**config.mk**
```make
export PLATFORM = sky130hd
export DESIGN_NAME = avl_acc_master
export DESIGN_NICKNAME = d
export VERILOG_FILES = /design/src/rtl/avl_acc_master.sv
export SDC_FILE = /design/constraint.sdc
export NUM_CORES = 1
export LEC_CHECK = 0
export ABC_AREA = 1
export CORE_UTILIZATION = 25
export DETAILED_ROUTE_END_ITERATION = 10
export PLACE_DENSITY_LB_ADDON = 0.12
export SYNTH_ARGS = -nofsm -noshare
export SYNTH_HDL_FRONTEND = slang
export SYNTH_SLANG_ARGS = --single-unit
```
**constraint.sdc**
```tcl
create_clock -name clk -period 3.1 [get_ports clk]
set_input_delay 0.62 -clock clk [delete_from_list [all_inputs] [get_ports clk]]
set_output_delay 0.62 -clock clk [all_outputs]
set_load 0.005 [all_outputs]
```
**src/rtl/avl_acc_master.sv**
```systemverilog
// Avalon-MM initiator for the accumulator slave: clear, stream N buffered samples, read the sum back.
// Define AVL_ACC_TIMEOUT_EN to add a waitrequest watchdog that aborts a stalled job and pulses err.
module avl_acc_master #(
  parameter int DATA_W         = 32,
  parameter int FIFO_DEPTH     = 8,
  parameter int CNT_W          = 16,
  parameter int TIMEOUT_CYCLES = 1024
) (
  input  logic              clk,
  input  logic              reset,
  input  logic              start,
  input  logic [CNT_W-1:0]  num_samples,
  input  logic              s_valid,
  input  logic [DATA_W-1:0] s_data,
  output logic              s_ready,
  output logic              busy,
  output logic              res_valid,
  output logic [DATA_W-1:0] res_data,
  output logic              err,
  output logic              avm_address,
  output logic              avm_write,
  output logic [DATA_W-1:0] avm_writedata,
  output logic              avm_read,
  input  logic [DATA_W-1:0] avm_readdata,
  input  logic              avm_waitrequest
);

  localparam int AW = $clog2(FIFO_DEPTH);

  typedef enum logic [1:0] {IDLE, CLEAR, STREAM, READ} state_t;

  state_t            state;
  logic [DATA_W-1:0] fifo_mem [FIFO_DEPTH];
  logic [AW-1:0]     wr_ptr, rd_ptr, rd_ptr_inc;
  logic [AW:0]       fcnt, fcnt_nx;
  logic [CNT_W-1:0]  count, accepted, written;
  logic [CNT_W-1:0]  written_inc, count_nx, accepted_nx;
  logic              push, pop, wr_done, rd_done, start_go, timeout_hit;

  always_comb begin
    push        = s_valid && s_ready;
    wr_done     = avm_write && !avm_waitrequest;
    rd_done     = avm_read && !avm_waitrequest;
    pop         = (state == STREAM) && wr_done;
    start_go    = (state == IDLE) && start && !busy;
    rd_ptr_inc  = rd_ptr + AW'(1);
    written_inc = written + CNT_W'(1);
    fcnt_nx     = fcnt + (AW+1)'(push) - (AW+1)'(pop);
    count_nx    = start_go ? num_samples : count;
    accepted_nx = start_go ? '0 : accepted + CNT_W'(push);
  end

  // Sample storage has no reset so it maps onto plain RAM; the pointers carry the state.
  always_ff @(posedge clk) begin
    if (push)
      fifo_mem[wr_ptr] <= s_data;
  end

`ifdef AVL_ACC_TIMEOUT_EN
  localparam int WD_W = $clog2(TIMEOUT_CYCLES) + 1;
  logic [WD_W-1:0] wd_cnt;
  logic            stalled;

  always_comb stalled = (avm_write || avm_read) && avm_waitrequest;

  always_ff @(posedge clk) begin
    if (reset || !stalled)
      wd_cnt <= '0;
    else
      wd_cnt <= wd_cnt + WD_W'(1);
  end

  always_comb timeout_hit = stalled && (wd_cnt == WD_W'(TIMEOUT_CYCLES - 1));
`else
  localparam int unused_timeout_cycles = TIMEOUT_CYCLES;
  always_comb timeout_hit = 1'b0;
`endif

  always_ff @(posedge clk) begin
    if (reset) begin
      state         <= IDLE;
      count         <= '0;
      accepted      <= '0;
      written       <= '0;
      wr_ptr        <= '0;
      rd_ptr        <= '0;
      fcnt          <= '0;
      s_ready       <= 1'b0;
      busy          <= 1'b0;
      res_valid     <= 1'b0;
      res_data      <= '0;
      err           <= 1'b0;
      avm_address   <= 1'b0;
      avm_write     <= 1'b0;
      avm_writedata <= '0;
      avm_read      <= 1'b0;
    end else begin
      res_valid <= 1'b0;
      err       <= 1'b0;
      count     <= count_nx;
      accepted  <= accepted_nx;
      fcnt      <= fcnt_nx;
      if (push)
        wr_ptr <= wr_ptr + AW'(1);
      if (pop)
        rd_ptr <= rd_ptr_inc;
      // Intake closes once the job's samples are all accepted or the buffer is about to be full.
      s_ready <= (accepted_nx < count_nx) && (fcnt_nx < (AW+1)'(FIFO_DEPTH));

      case (state)
        IDLE: begin
          busy <= 1'b0;
          if (start_go) begin
            state         <= CLEAR;
            busy          <= 1'b1;
            written       <= '0;
            avm_write     <= 1'b1;
            avm_address   <= 1'b1;
            avm_writedata <= '0;
          end
        end
        CLEAR: begin
          if (wr_done) begin
            if (count != '0) begin
              state         <= STREAM;
              avm_address   <= 1'b0;
              avm_write     <= (fcnt != '0);
              avm_writedata <= fifo_mem[rd_ptr];
            end else begin
              state       <= READ;
              avm_write   <= 1'b0;
              avm_read    <= 1'b1;
              avm_address <= 1'b1;
            end
          end
        end
        STREAM: begin
          if (avm_write) begin
            if (wr_done) begin
              written <= written_inc;
              if (written_inc == count) begin
                state       <= READ;
                avm_write   <= 1'b0;
                avm_read    <= 1'b1;
                avm_address <= 1'b1;
              end else begin
                // Present the entry behind the one being popped for back-to-back writes.
                avm_write     <= (fcnt > (AW+1)'(1));
                avm_writedata <= fifo_mem[rd_ptr_inc];
              end
            end
          end else if (fcnt != '0) begin
            avm_write     <= 1'b1;
            avm_writedata <= fifo_mem[rd_ptr];
          end
        end
        READ: begin
          if (rd_done) begin
            avm_read    <= 1'b0;
            avm_address <= 1'b0;
            res_data    <= avm_readdata;
            res_valid   <= 1'b1;
            state       <= IDLE;
          end
        end
        default: state <= IDLE;
      endcase

      if (timeout_hit) begin
        state     <= IDLE;
        busy      <= 1'b0;
        err       <= 1'b1;
        avm_write <= 1'b0;
        avm_read  <= 1'b0;
        s_ready   <= 1'b0;
        wr_ptr    <= '0;
        rd_ptr    <= '0;
        fcnt      <= '0;
      end
    end
  end

endmodule
```
==> impl_metrics.prom <==
# TYPE chip_impl_metric gauge
chip_impl_metric{name="fin_worst_skew",unit="ps"} 25.7
chip_impl_metric{name="drt_first_iter_violations",unit=""} 1080
chip_impl_info{name="path_cells",value="dlygate4sd2_1, nand2_1, inv_2, ha_4, ha_2, nand2_1, inv_1, nand2_2, nor2_2, and3_4, nand2_1, nor2_2, inv_1, nor2_2, a21oi_1, o21ai_1, inv_1, ha_4, nand2_2, nor4_4, o21a_1, nor3_1"} 1
chip_impl_metric{name="firstDrtPassIters",unit=""} 5
chip_impl_metric{name="min_period_over_period",unit="%"} 93.7
chip_impl_metric{name="r2r_setup_slack",unit="ps"} 200
chip_impl_metric{name="timing_hold_violations_final",unit=""} 0
chip_impl_metric{name="die_h",unit="µm"} 279
chip_impl_info{name="post-synth-top-area-cell",value="sky130_fd_sc_hd__edfxtp_1"} 1
chip_impl_metric{name="pin_count_of_the_biggest_net_entering_global_routing",unit=""} 128
chip_impl_info{name="most_frequent_cells_in_the_layout",value="sky130_fd_sc_hd__nand2_1, sky130_fd_sc_hd__nand3_1, sky130_fd_sc_hd__a21oi_1, sky130_fd_sc_hd__edfxtp_1, sky130_fd_sc_hd__o21ai_0"} 1
chip_impl_metric{name="synth_nets",unit=""} 2368
chip_impl_metric{name="fin_tns_setup",unit="ps"} 0
chip_impl_metric{name="hold-worst-slack",unit="ps"} 457
chip_impl_metric{name="layout_cells_sized_above_1",unit="%"} 8.88
chip_impl_metric{name="cts_num_sinks",unit=""} 389
chip_impl_metric{name="detailroute.via_count",unit=""} 16730
chip_impl_metric{name="ir_drop",unit="mV"} 0.499
chip_impl_metric{name="p_int",unit="W"} 0.0120
chip_impl_metric{name="grt_pass1_wl",unit="µm"} 98900
chip_impl_metric{name="path_clk_slew",unit="ps"} 70
chip_impl_metric{name="gp_congestion",unit=""} 0.801
chip_impl_metric{name="max_slew_margin",unit="%"} 33.5
chip_impl_metric{name="wl_per_cell",unit="µm"} 19.1
chip_impl_metric{name="pwr_density_cell",unit="nW/µm²"} 758
chip_impl_info{name="worstReg2RegStart",value="s_ready$_SDFF_PP0_"} 1
chip_impl_info{name="min_to",value="res_data[9]$_SDFFE_PP0P_"} 1
chip_impl_info{name="status",value="finished, final reports clean"} 1
chip_impl_metric{name="synth_top_cell_area_share",unit="%"} 40.1
chip_impl_info{name="rr_endpoint",value="s_ready$_SDFF_PP0_"} 1
chip_impl_info{name="clock_tree_from_tritoncts",value="done"} 1
chip_impl_metric{name="buffer_ports.inserted",unit=""} 154
chip_impl_metric{name="yosys_warnings",unit=""} 0
chip_impl_metric{name="core-area",unit="µm²"} 75800
chip_impl_metric{name="syn-mean-instance-area",unit="µm²"} 8.51
chip_impl_metric{name="sequential_fraction_of_the_synthesis_area",unit="%"} 54.0
chip_impl_metric{name="pwr-share-seq",unit="%"} 34.7
chip_impl_metric{name="critPathRequiredTime",unit="ps"} 3570
chip_impl_metric{name="total_leakage_power",unit="nW"} 8.89
chip_impl_metric{name="number_of_h_tree_levels",unit=""} 2
chip_impl_info{name="timing.critical_path.slowest_stage_cell",value="sky130_fd_sc_hd__dlygate4sd2_1"} 1
chip_impl_metric{name="power.switching",unit="W"} 0.00632
chip_impl_metric{name="globalRoute.totalOverflow",unit=""} 0
chip_impl_metric{name="worst_hold_path.num_cells",unit=""} 2
chip_impl_metric{name="totalPowerFinal",unit="W"} 0.0183
chip_impl_info{name="type_of_element_capturing_the_critical_path",value="flip-flop"} 1
chip_impl_info{name="clk_root_buffer_cell",value="sky130_fd_sc_hd__clkbuf_16"} 1
chip_impl_metric{name="synth_seq_cells",unit=""} 389
chip_impl_metric{name="finalWirelength",unit="µm"} 65100
chip_impl_metric{name="holdBufCountCts",unit=""} 0
chip_impl_info{name="critPathLaunchType",value="input pin"} 1
chip_impl_info{name="timing_worst_setup_path_type",value="input pin to flip-flop"} 1
chip_impl_info{name="yosys-top-cells-area",value="sky130_fd_sc_hd__edfxtp_1, sky130_fd_sc_hd__dfxtp_1, sky130_fd_sc_hd__nand3_1"} 1
chip_impl_metric{name="post_synth_inst_count",unit=""} 2250
chip_impl_metric{name="insertedDiodeCount",unit=""} 0
chip_impl_metric{name="number_of_global_route_vias_before_repair",unit=""} 16437
chip_impl_metric{name="fin_nets",unit=""} 2512
chip_impl_metric{name="power.share.combinational",unit="%"} 32.8
chip_impl_metric{name="place_hpwl",unit="µm"} 40200
chip_impl_info{name="yosys_most_used_dff",value="sky130_fd_sc_hd__edfxtp_1"} 1
chip_impl_metric{name="initial_core_util",unit="%"} 25.3
chip_impl_metric{name="dieWidth",unit="µm"} 279
chip_impl_metric{name="postRouteAntennaNets",unit=""} 0
chip_impl_metric{name="number_of_design_rule_violations_left_after_detail_routing",unit=""} 0
chip_impl_metric{name="layout-area-overhead-vs-synth",unit="%"} 26.2
chip_impl_metric{name="slowest_delay",unit="ps"} 300
chip_impl_metric{name="worst-slew-pin-transition",unit="ps"} 998
chip_impl_metric{name="rows",unit=""} 101
chip_impl_metric{name="maximum_fanout_along_the_worst_path",unit=""} 2
chip_impl_metric{name="synth-edff-count",unit=""} 256
chip_impl_metric{name="detail_route.vias_per_cell",unit=""} 4.90
chip_impl_info{name="hold_path.startpoint",value="res_data[9]$_SDFFE_PP0P_"} 1
chip_impl_info{name="final_common_cell",value="sky130_fd_sc_hd__nand2_1"} 1
chip_impl_metric{name="pin_count",unit=""} 156
chip_impl_metric{name="cell_variety_after_synth",unit=""} 39
chip_impl_info{name="hold_removal_path_class",value="flip-flop to flip-flop"} 1
chip_impl_metric{name="reg2reg_depth",unit=""} 21
chip_impl_metric{name="area_of_the_mapped_netlist",unit="µm²"} 19200
chip_impl_metric{name="clock_latency_reported_for_the_late_side_of_the_worst_skew_pair",unit="ps"} 590
chip_impl_metric{name="cts_buffers",unit=""} 47
chip_impl_metric{name="worst_ep_arrival_time",unit="ps"} 3380
chip_impl_metric{name="grt_antenna_before_repair",unit=""} 1
chip_impl_metric{name="final_util",unit="%"} 31.9
chip_impl_metric{name="global_route.usage.total",unit="%"} 16.5
chip_impl_metric{name="power_frac_clock",unit="%"} 32.5
chip_impl_metric{name="clock_path_buffers",unit=""} 3
chip_impl_metric{name="maxCapViolations",unit=""} 0
chip_impl_metric{name="timing_max_transition_violations_final",unit=""} 0
chip_impl_metric{name="final_setup_violating_endpoints",unit=""} 0
chip_impl_metric{name="fp.dieArea",unit="µm²"} 77700
chip_impl_metric{name="fmax",unit="GHz"} 0.344
chip_impl_metric{name="switching_part_of_the_total",unit="%"} 34.5
chip_impl_metric{name="ys_async_sr_fraction",unit="%"} 0
chip_impl_metric{name="period_minus_slack",unit="ps"} 2910
metrics by stage:
stage               setup WS, ps  cell area (µm²)  std cells
floorplan                   1.74            19200       2250
global placement            -759            22400       3321
detailed placement          -854            22400       3321
CTS                         14.1            24100       3409
global route               -57.1            24200       3411
finish                       195            24200       3411
synthesized netlist by cell type, types with 16 or more instances:
master	instances
sky130_fd_sc_hd__a21oi_1	295
sky130_fd_sc_hd__nand4_1	16
sky130_fd_sc_hd__ha_1	32
sky130_fd_sc_hd__edfxtp_1	256
sky130_fd_sc_hd__clkbuf_1	112
sky130_fd_sc_hd__nand3_1	298
sky130_fd_sc_hd__buf_1	30
sky130_fd_sc_hd__nand2_1	368
sky130_fd_sc_hd__inv_1	217
sky130_fd_sc_hd__dfxtp_1	133
sky130_fd_sc_hd__o21ai_0	226
sky130_fd_sc_hd__o211ai_1	65
sky130_fd_sc_hd__nor2_1	121
sky130_fd_sc_hd__nor3_1	21
worst max-delay path: cells and delay by family:
family	cells	cell delay, ps
adder cells (fa/ha/maj)	3	550
buffers and inverters	5	650
AO/OA/AOI/OAI	3	340
AND/OR/NAND/NOR	11	1220
kinds of logic after synthesis:
logic type	share of synthesized area [%]
compound gates	16.6
xor+xnor	0.183
fa+ha+maj	2.19
buf+inv	7.50
flops	54.0
other cells	0.0196
simple gates	19.5
repair_timing:
| action | in CTS | in global routing |
|---|---|---|
| pin swaps | 0 | 4 |
| buffers inserted | 0 | 2 |
| setup endpoints to repair | 1 | 1 |
| resized for setup | 2 | 18 |
| gates cloned | 0 | 0 |
power groups by stage:
| stage | Sequential [W] | Combinational (W) | Clock [W] |
|---|---|---|---|
| CTS | 0.00636 | 0.00606 | 0.00612 |
| global placement | 0.00647 | 0.00601 | 0 |
| detailed placement | 0.00647 | 0.00603 | 0 |
| global route | 0.00642 | 0.00674 | 0.00631 |
| finish | 0.00636 | 0.00602 | 0.00595 |
| floorplan | 0.00636 | 0.00341 | 0 |
sequential cells by signal (all words and copies together) (netlist names), 4 cells and up, named ones only:
name           cells
accepted          16
res_data          32
count             16
fcnt               4
avm_writedata     32
written           16
fifo_mem         256
how the worst max path moves through the flow:
stage / from / endpoint / slack (ps) / cells past startpoint
2_1_floorplan: s_valid / s_ready$_SDFF_PP0_ / 2 / 21
3_3_place_gp: s_valid / s_ready$_SDFF_PP0_ / -760 / 22
3_5_place_dp: s_valid / s_ready$_SDFF_PP0_ / -850 / 22
4_1_cts: s_ready$_SDFF_PP0_ / s_ready$_SDFF_PP0_ / 10 / 21
5_1_grt: s_ready$_SDFF_PP0_ / s_ready$_SDFF_PP0_ / -60 / 21
6_report: s_valid / s_ready$_SDFF_PP0_ / 190 / 22
final cells by class:
| type | instances | area [µm²] |
|---|---|---|
| Fill cell | 7909 | 51700 |
| Sequential cell | 389 | 10400 |
| Multi-Input combinational cell | 1486 | 7520 |
| Timing Repair Buffer | 246 | 2550 |
| Clock buffer | 63 | 1360 |
| Tap cell | 978 | 1220 |
| Inverter | 224 | 843 |
| Clock inverter | 25 | 313 |
per-layer routing:
layer	global-route usage [%]	part of all wire [%]	routed length [µm]
met1	21.8	45	29500
met2	27.5	47	30900
met3	2.67	4.9	3180
met4	4.96	2.4	1540
met5	0	0.026	17
Power figures use the tool's default switching activity.
